**config.mk**
```make
export PLATFORM = sky130hd
export DESIGN_NAME = adc_frame_reader
export DESIGN_NICKNAME = d
export VERILOG_FILES = /design/src/rtl/adc_frame_reader.sv
export SDC_FILE = /design/constraint.sdc
export NUM_CORES = 1
export LEC_CHECK = 0
export CORE_MARGIN = 4
export CORE_UTILIZATION = 34
export DETAILED_ROUTE_END_ITERATION = 12
export DONT_BUFFER_PORTS = 1
export GPL_TIMING_DRIVEN = 1
export PLACE_DENSITY = 0.57
export RECOVER_POWER = 100
export SLEW_MARGIN = 20
export SYNTH_ARGS = -nofsm -noshare
export SYNTH_HDL_FRONTEND = slang
export SYNTH_SLANG_ARGS = --single-unit
export TNS_END_PERCENT = 5
```
**constraint.sdc**
```tcl
create_clock -name CLK -period 2.4 [get_ports CLK]
set_clock_uncertainty 0.05 [all_clocks]
set_input_delay 0.36 -clock CLK [delete_from_list [all_inputs] [get_ports CLK]]
set_output_delay 0.36 -clock CLK [all_outputs]
set_load 0.02 [all_outputs]
```
**src/rtl/adc_frame_reader.sv**
```systemverilog
// Serial 14-bit ADC reader that frames samples into lines and frames from a single START.
// Define ADC_TEST_PATTERN_EN to add TEST_MODE, which replaces samples with a {LINE_Y, PIX_X} ramp.
`ifndef ADC_WIDHT
`define ADC_WIDHT 14
`endif

module adc_frame_reader #(
  parameter int PIX_PER_LINE = 384,
  parameter int LINES        = 288,
  parameter int CLK_DIV      = 2,
  parameter int CONV_CYCLES  = 20,
  parameter int XW           = (PIX_PER_LINE > 1) ? $clog2(PIX_PER_LINE) : 1,
  parameter int YW           = (LINES > 1) ? $clog2(LINES) : 1
) (
  input  logic                   CLK,
  input  logic                   RESET_N,
  input  logic                   START,
`ifdef ADC_TEST_PATTERN_EN
  input  logic                   TEST_MODE,
`endif
  output logic                   BUSY,
  output logic                   ADC_CNV,
  output logic                   ADC_SCLK,
  input  logic                   ADC_SDO,
  output logic [`ADC_WIDHT-1:0]  OUT_ADC,
  output logic                   ENABLE,
  output logic                   LINE_FIRST,
  output logic                   FRAME_DONE,
  output logic [XW-1:0]          PIX_X,
  output logic [YW-1:0]          LINE_Y
);

  localparam int W   = `ADC_WIDHT;
  localparam int CNW = (CONV_CYCLES > 1) ? $clog2(CONV_CYCLES) : 1;
  localparam int DW  = (CLK_DIV > 1) ? $clog2(CLK_DIV) : 1;

  localparam logic [2:0] S_IDLE  = 3'd0;
  localparam logic [2:0] S_CONV  = 3'd1;
  localparam logic [2:0] S_SHIFT = 3'd2;
  localparam logic [2:0] S_OUT   = 3'd3;
  localparam logic [2:0] S_DONE  = 3'd4;

  logic [2:0]     state;
  logic [CNW-1:0] conv_cnt;
  logic [DW-1:0]  div_cnt;
  logic [3:0]     bit_cnt;
  logic           sclk;
  logic [W-1:0]   shreg;
  logic [W-1:0]   sample;
  logic           last_col;
  logic           last_pix;

  assign last_col = (PIX_X == XW'(PIX_PER_LINE - 1));
  assign last_pix = last_col && (LINE_Y == YW'(LINES - 1));

`ifdef ADC_TEST_PATTERN_EN
  logic [XW+YW-1:0] ramp;
  assign ramp = {LINE_Y, PIX_X};
  always_comb begin
    sample = shreg;
    if (TEST_MODE) sample = W'(ramp);
  end
`else
  assign sample = shreg;
`endif

  assign BUSY       = (state != S_IDLE);
  assign ADC_CNV    = (state == S_CONV);
  assign ADC_SCLK   = sclk;
  assign ENABLE     = (state == S_OUT);
  assign LINE_FIRST = ENABLE && (PIX_X == '0);
  assign FRAME_DONE = (state == S_DONE);

  always_ff @(posedge CLK or negedge RESET_N) begin
    if (!RESET_N) begin
      state    <= S_IDLE;
      conv_cnt <= '0;
      div_cnt  <= '0;
      bit_cnt  <= '0;
      sclk     <= 1'b0;
      shreg    <= '0;
      OUT_ADC  <= '0;
      PIX_X    <= '0;
      LINE_Y   <= '0;
    end else begin
      case (state)
        S_IDLE: begin
          if (START) begin
            state    <= S_CONV;
            conv_cnt <= '0;
            PIX_X    <= '0;
            LINE_Y   <= '0;
          end
        end
        S_CONV: begin
          if (conv_cnt == CNW'(CONV_CYCLES - 1)) begin
            state    <= S_SHIFT;
            conv_cnt <= '0;
            div_cnt  <= '0;
            bit_cnt  <= '0;
            sclk     <= 1'b0;
          end else begin
            conv_cnt <= conv_cnt + 1'b1;
          end
        end
        S_SHIFT: begin
          // Each half-period ends on a toggle; rising toggles capture SDO, the last falling one exits.
          if (div_cnt == DW'(CLK_DIV - 1)) begin
            div_cnt <= '0;
            sclk    <= ~sclk;
            if (!sclk) begin
              shreg <= {shreg[W-2:0], ADC_SDO};
            end else if (bit_cnt == 4'(W - 1)) begin
              state   <= S_OUT;
              OUT_ADC <= sample;
            end else begin
              bit_cnt <= bit_cnt + 1'b1;
            end
          end else begin
            div_cnt <= div_cnt + 1'b1;
          end
        end
        S_OUT: begin
          if (last_pix) begin
            state <= S_DONE;
          end else begin
            state    <= S_CONV;
            conv_cnt <= '0;
            if (last_col) begin
              PIX_X  <= '0;
              LINE_Y <= LINE_Y + 1'b1;
            end else begin
              PIX_X <= PIX_X + 1'b1;
            end
          end
        end
        S_DONE:  state <= S_IDLE;
        default: state <= S_IDLE;
      endcase
    end
  end

endmodule

```
# --- Word-level counts from Yosys, hierarchy flattened ---
# Cells that the tools add are included.
totals:
  wordCells: 76
  ff_bits: 60
  inputBits: 4
  output_inout_bits: 38
op_classes:
  bitwise_logic: 1
  reduce_logical: 17
  addsub: 5
  n_mux: 28
  eq_ne: 16
ops:
  columns: ["operator", "n"]
  rows:
  - ["9-bit two-way mux", 5]
  - ["9-bit case mux with 2 select lines", 2]
  - ["9-bit by 1-bit adder with 9-bit output (second input constant)", 2]
  - ["9-bit equality test (second input constant)", 2]
  - ["3-bit two-way mux", 6]
  - ["4-bit two-way mux", 4]
  - ["5-bit two-way mux", 3]
  - ["5-bit case mux with 3 select lines", 1]
  - ["2-bit != test (second input constant)", 6]
  - ["3-bit case mux with 4 select lines", 1]
  - ["3-bit AND reduction", 4]
  - ["5-bit AND reduction", 2]
  - ["9-bit logical NOT", 1]
  - ["4-bit case mux with 2 select lines", 1]
  - ["4-bit AND reduction", 2]
  - ["3-bit by 2-bit equality test with 1-bit output (second input constant)", 2]
  - ["3-bit nonzero test", 2]
  - ["5-bit by 1-bit adder with 5-bit output (second input constant)", 1]
  - ["5-bit equality test (second input constant)", 1]
  - ["4-bit by 1-bit adder with 4-bit output (second input constant)", 1]
  - ["4-bit equality test (second input constant)", 1]
  - ["2-bit by 1-bit != test with 1-bit output (second input constant)", 2]
  - ["1-bit case mux with 2 select lines", 2]
  - ["2-bit nonzero test", 2]
  - ["8 further kinds", 11]

# --- Depth between registers and ports, before layout ---
logic_depth:
  ltp_word: 5
  ltp_mapped: 7
  ltp_nobuf: 6

# --- Worst setup path after synthesis ---
# No wires, ideal clock.
synth_timing:
  path_type: "register to output"
  start: "reg state[2]"
  end: "out LINE_FIRST"
  arrival_time_ns: 1.522
  stages_incl_launch_ff: 6
  n_path_buf: 2
  required_ns: 1.990
  setup_slack_ns: 0.468
  cell_sequence: "dfrtp_1 buf_2 nand3b_4 inv_1 clkbuf_1 and3_1"
synth_between:
  elab_chain_cells: 2
synth_rtl:
  columns: ["item", "line", "source"]
  rows:
  - ["start: declaration", "43", "logic [2:0] state;"]
  - ["start signal: assignment", "76", "state <= S_IDLE;"]
  - ["start signal: assignment", "89", "state <= S_CONV;"]
  - ["start signal: assignment", "97", "state <= S_SHIFT;"]
  - ["3-bit by 2-bit equality test with 1-bit output", "70", "assign ENABLE = (state == S_OUT);"]
  - ["named net ENABLE", "26", "output logic ENABLE,"]
  - ["1-bit logical AND", "71", "assign LINE_FIRST = ENABLE && (PIX_X == '0);"]
  - ["end: declaration", "27", "output logic LINE_FIRST,"]
# The timed path passes the listed nets, and every way through them passes these cells.

# --- Final worst setup path ---
# Ends and elaborated chain as after synthesis.

==> implementation parameters <==
Parameter                              Value

Pwr
  Clock power frac ... 0.452
  Share of power burned in registers ... 0.533
  Share of total power in combinational logic ... 0.014
  Net switching fraction of the power ... 0.218
  Maximum vdd ir drop ... 0.000339 V
  Areal power density over the cells ... 599 nW/um^2
  Internal power ... 1.50 mW
  Tot Pwr ... 1.92 mW
  Leakage ... about 1.5 nW
  Switching power total ... 0.417 mW

Floorplan
  Full die area ... 9970 sq um
  Placement row count ... 33
  Area of the core ... between 8000 and 9000 sq um
  I/O pin cnt ... 42
  Initial Util ... 0.349
  Vertical die dimension ... 99.8 microns
  Width of the die ... ~100 microns

STA
  Setup TNS Final ... 0 ns
  Worst slew margin relative to its limit ... 0.0202
  Final setup vio count ... 0
  RSZ-0062 raised after global routing ... no
  Min Clock Period, post-route ... 2.23 ns
  Slew at the pin with the worst max-slew slack ... 1.47 ns
  Slew Limit Fails ... 0
  Max Freq ... about 0.45 GHz
  Fin crit share ... 0.930
  Number of hold-slack violations in the final timing report ... 0

Synth
  Async set-reset flop share out of synthesis ... 1.00
  Largest area contributor in the synthesized netlist ... sky130_fd_sc_hd__dfrtp_1
  Netlist Area Pre-Place ... 2870 sq um
  Most instantiated flip-flop cell in the synthesis netlist ... sky130_fd_sc_hd__dfrtp_1
  Top cell types by occurrence after synthesis ... sky130_fd_sc_hd__dfrtp_1 (60), sky130_fd_sc_hd__mux2_2 (28), sky130_fd_sc_hd__nand3_1 (16)
  Post-Syn Instances ... 244
  Synth Register Bits ... 60
  Yosys warning total ... 0
  Dominant cell by count in the synthesized netlist ... sky130_fd_sc_hd__dfrtp_1
  Avg Cell Area, Syn ... 11.8 sq um
  Sequential element share of the synthesized area ... 0.524
  Post-synth EDFFs ... 0
  Dominant cells by area after synthesis ... sky130_fd_sc_hd__dfrtp_1 (52%), sky130_fd_sc_hd__mux2_2 (11%), sky130_fd_sc_hd__nand3_1 (2.8%), sky130_fd_sc_hd__ha_1 (2.6%), sky130_fd_sc_hd__o21ai_0 (1.9%)
  Post-synthesis cell type count ... 53
  Area share of the leading cell type in the synthesized netlist ... 0.524
  Number of nets in the synthesized netlist ... 254

Clocking
  Post-CTS Resized ... 0
  Insertion delay of the later-clocked pin in the worst-skew pair ... 0.33 ns
  Number of hold buffers added after CTS ... 2
  Number of CTS-inserted buffers ... 9
  Clock root buffer master ... sky130_fd_sc_hd__clkbuf_8
  CTS Sinks ... 60
  Post-CTS clock slew at the launch and capture registers of the worst setup and hold paths ... 0.07 ns
  H-tree levels ... 3
  Clock tree from TritonCTS ... built
  Max Root-Sink Buffers ... 2
  Buffers inserted by post-CTS timing repair ... 0

Routing
  Vias post-DR ... 1971
  Starting DRC count in detailed routing ... 70
  Sum of routed wire length over all layers ... 5810 microns
  DRC violations left ... 0
  Wire per inst ... 15.7 microns
  Via density per instance ... 5.31
  Post-route ant nets ... 0
  TritonRoute pass-1 iters ... 4

Global routing
  Total gr overflow ... 0
  Initial antenna violation count ... 0
  Wire length of the first global-routing pass ... 9750 microns
  Overall track demand over capacity in global routing ... 0.124
  Pin count of the biggest net entering global routing ... between 60 and 70
  Via count of the first global-routing pass ... approximately 1900

Critical path
  Slowest stage cell on the critical path ... sky130_fd_sc_hd__dfrtp_1
  Setup crit start kind ... flip-flop
  CP top delay family ... buffers and inverters
  Critical path type ... reg -> out
  Buf/Inv on CP ... 2
  Type of destination of the critical path ... primary output
  Stages on worst setup path ... 4
  Depth of the worst register-to-register path ... 4
  Crit-path cells ... nand3b_4 > inv_1 > buf_4 > and3_1
  WP data arrival ... 1.82 ns
  Top fanout value on the critical path ... 8
  Data required, critical path ... 1.99 ns
  Slowest Stage Delay on Critical Path ... 0.45 ns

Worst hold path
  Worst min-delay path class ... in -> reg
  Hold Path Cell Cnt ... 1

Final layout
  Count of fill cells added during filler insertion ... 808
  Signed area change from the synthesized netlist to the final layout ... 11.4%
  Net count, final ... 271
  Layout cells sized above 1 ... 0.214
  Final std cell area, no fill ... 3200 sq um
  Number of standard cells in the final layout excluding fillers ... 371
  Ant. Diodes ... 0

Placement
  IO Port Bufs ... 0
  Number of cells in the design after placement ... 353
  HPWL reported at the end of detailed placement ... between 4000 and 5000 microns
  Final weighted congestion in routability-driven placement ... 0.765
  Cell area after placement ... a little over 3000 sq um

Status
  Outcome ... completed

Run
  Count of maximum capacitance violations ... 0
==> registers in the layout, summed over array words and instances, names as in the netlist <==
signal	flops
OUT_ADC	14
sample	14
LINE_Y	9
PIX_X	9
conv_cnt	5
bit_cnt	4
state	3
ADC_SCLK	1
div_cnt	1
==> power by group through the flow <==
stage	Combinational, mW	Sequential (mW)	Clock (mW)
after floorplan	0.00600	1.04	0
after global placement	0.00625	1.04	0
after detailed placement	0.00703	1.04	0
after CTS	0.0351	1.02	0.901
after global routing	0.0329	1.02	0.954
final	0.0274	1.02	0.866
==> metal layers <==
metal | routed length [microns] | part of all wire | GRT usage
met3 | 418 | 0.072 | 0.0584
met1 | 2620 | 0.45 | 0.156
met4 | 42 | 0.0072 | 0.0284
met2 | 2720 | 0.47 | 0.195
met5 | 0 | 0 | 0
==> cell usage in the layout (no fill, tap or decap), types with 9 or more instances in the layout <==
cell type and n:
sky130_fd_sc_hd__a21oi_1 9, sky130_fd_sc_hd__clkbuf_1 13, sky130_fd_sc_hd__dfrtp_1 60, sky130_fd_sc_hd__clkbuf_8 9, sky130_fd_sc_hd__inv_1 10, sky130_fd_sc_hd__o21ai_0 12, sky130_fd_sc_hd__nand2_1 12, sky130_fd_sc_hd__nand3_1 16
sky130_fd_sc_hd__mux2_2 28
==> stage by stage <==
stage          hold WS (ns)  utilization  worst slack [ns]
2_1_floorplan        0.0144            -             0.468
3_3_place_gp         0.0160        0.371             0.359
3_5_place_dp         0.0158        0.371             0.335
4_1_cts               0.115        0.398             0.116
5_1_grt               0.108        0.389            0.0459
6_report              0.134        0.389             0.167
==> worst paths after layout <==
path                            start  slack, ns     endpoint
setup / recovery             state[2]       0.17   LINE_FIRST
max in group asynchronous     RESET_N       0.53    LINE_Y[7]
hold reg to reg            sample[13]       0.46   sample[13]
setup reg to reg            LINE_Y[6]       0.22     PIX_X[5]
hold / removal                ADC_SDO       0.13    sample[0]
min in group asynchronous     RESET_N       0.88  OUT_ADC[11]
==> area by class of cell <==
class | instances | area (sq um) | share of cell area
tap | 105 | 131 | 0.0411
sequential | 60 | 1500 | 0.470
multi-input combinational | 163 | 1260 | 0.394
timing repair buffer | 17 | 81.3 | 0.0255
clock inverter | 5 | 52.6 | 0.0164
clock buffer | 11 | 131 | 0.0411
inverter | 10 | 37.5 | 0.0117
==> cells by family after synthesis <==
| group | count (synthesis) | synth area share |
|---|---|---|
| AO/OA/AOI/OAI | 56 | 0.137 |
| XOR/XNOR | 5 | 0.0153 |
| adder cells (fa/ha/maj) | 6 | 0.0262 |
| buffers and inverters | 21 | 0.0340 |
| flip-flops | 60 | 0.524 |
| multiplexers | 29 | 0.113 |
| AND/OR/NAND/NOR | 67 | 0.151 |
Note: power is estimated with default switching activity, not from simulation.
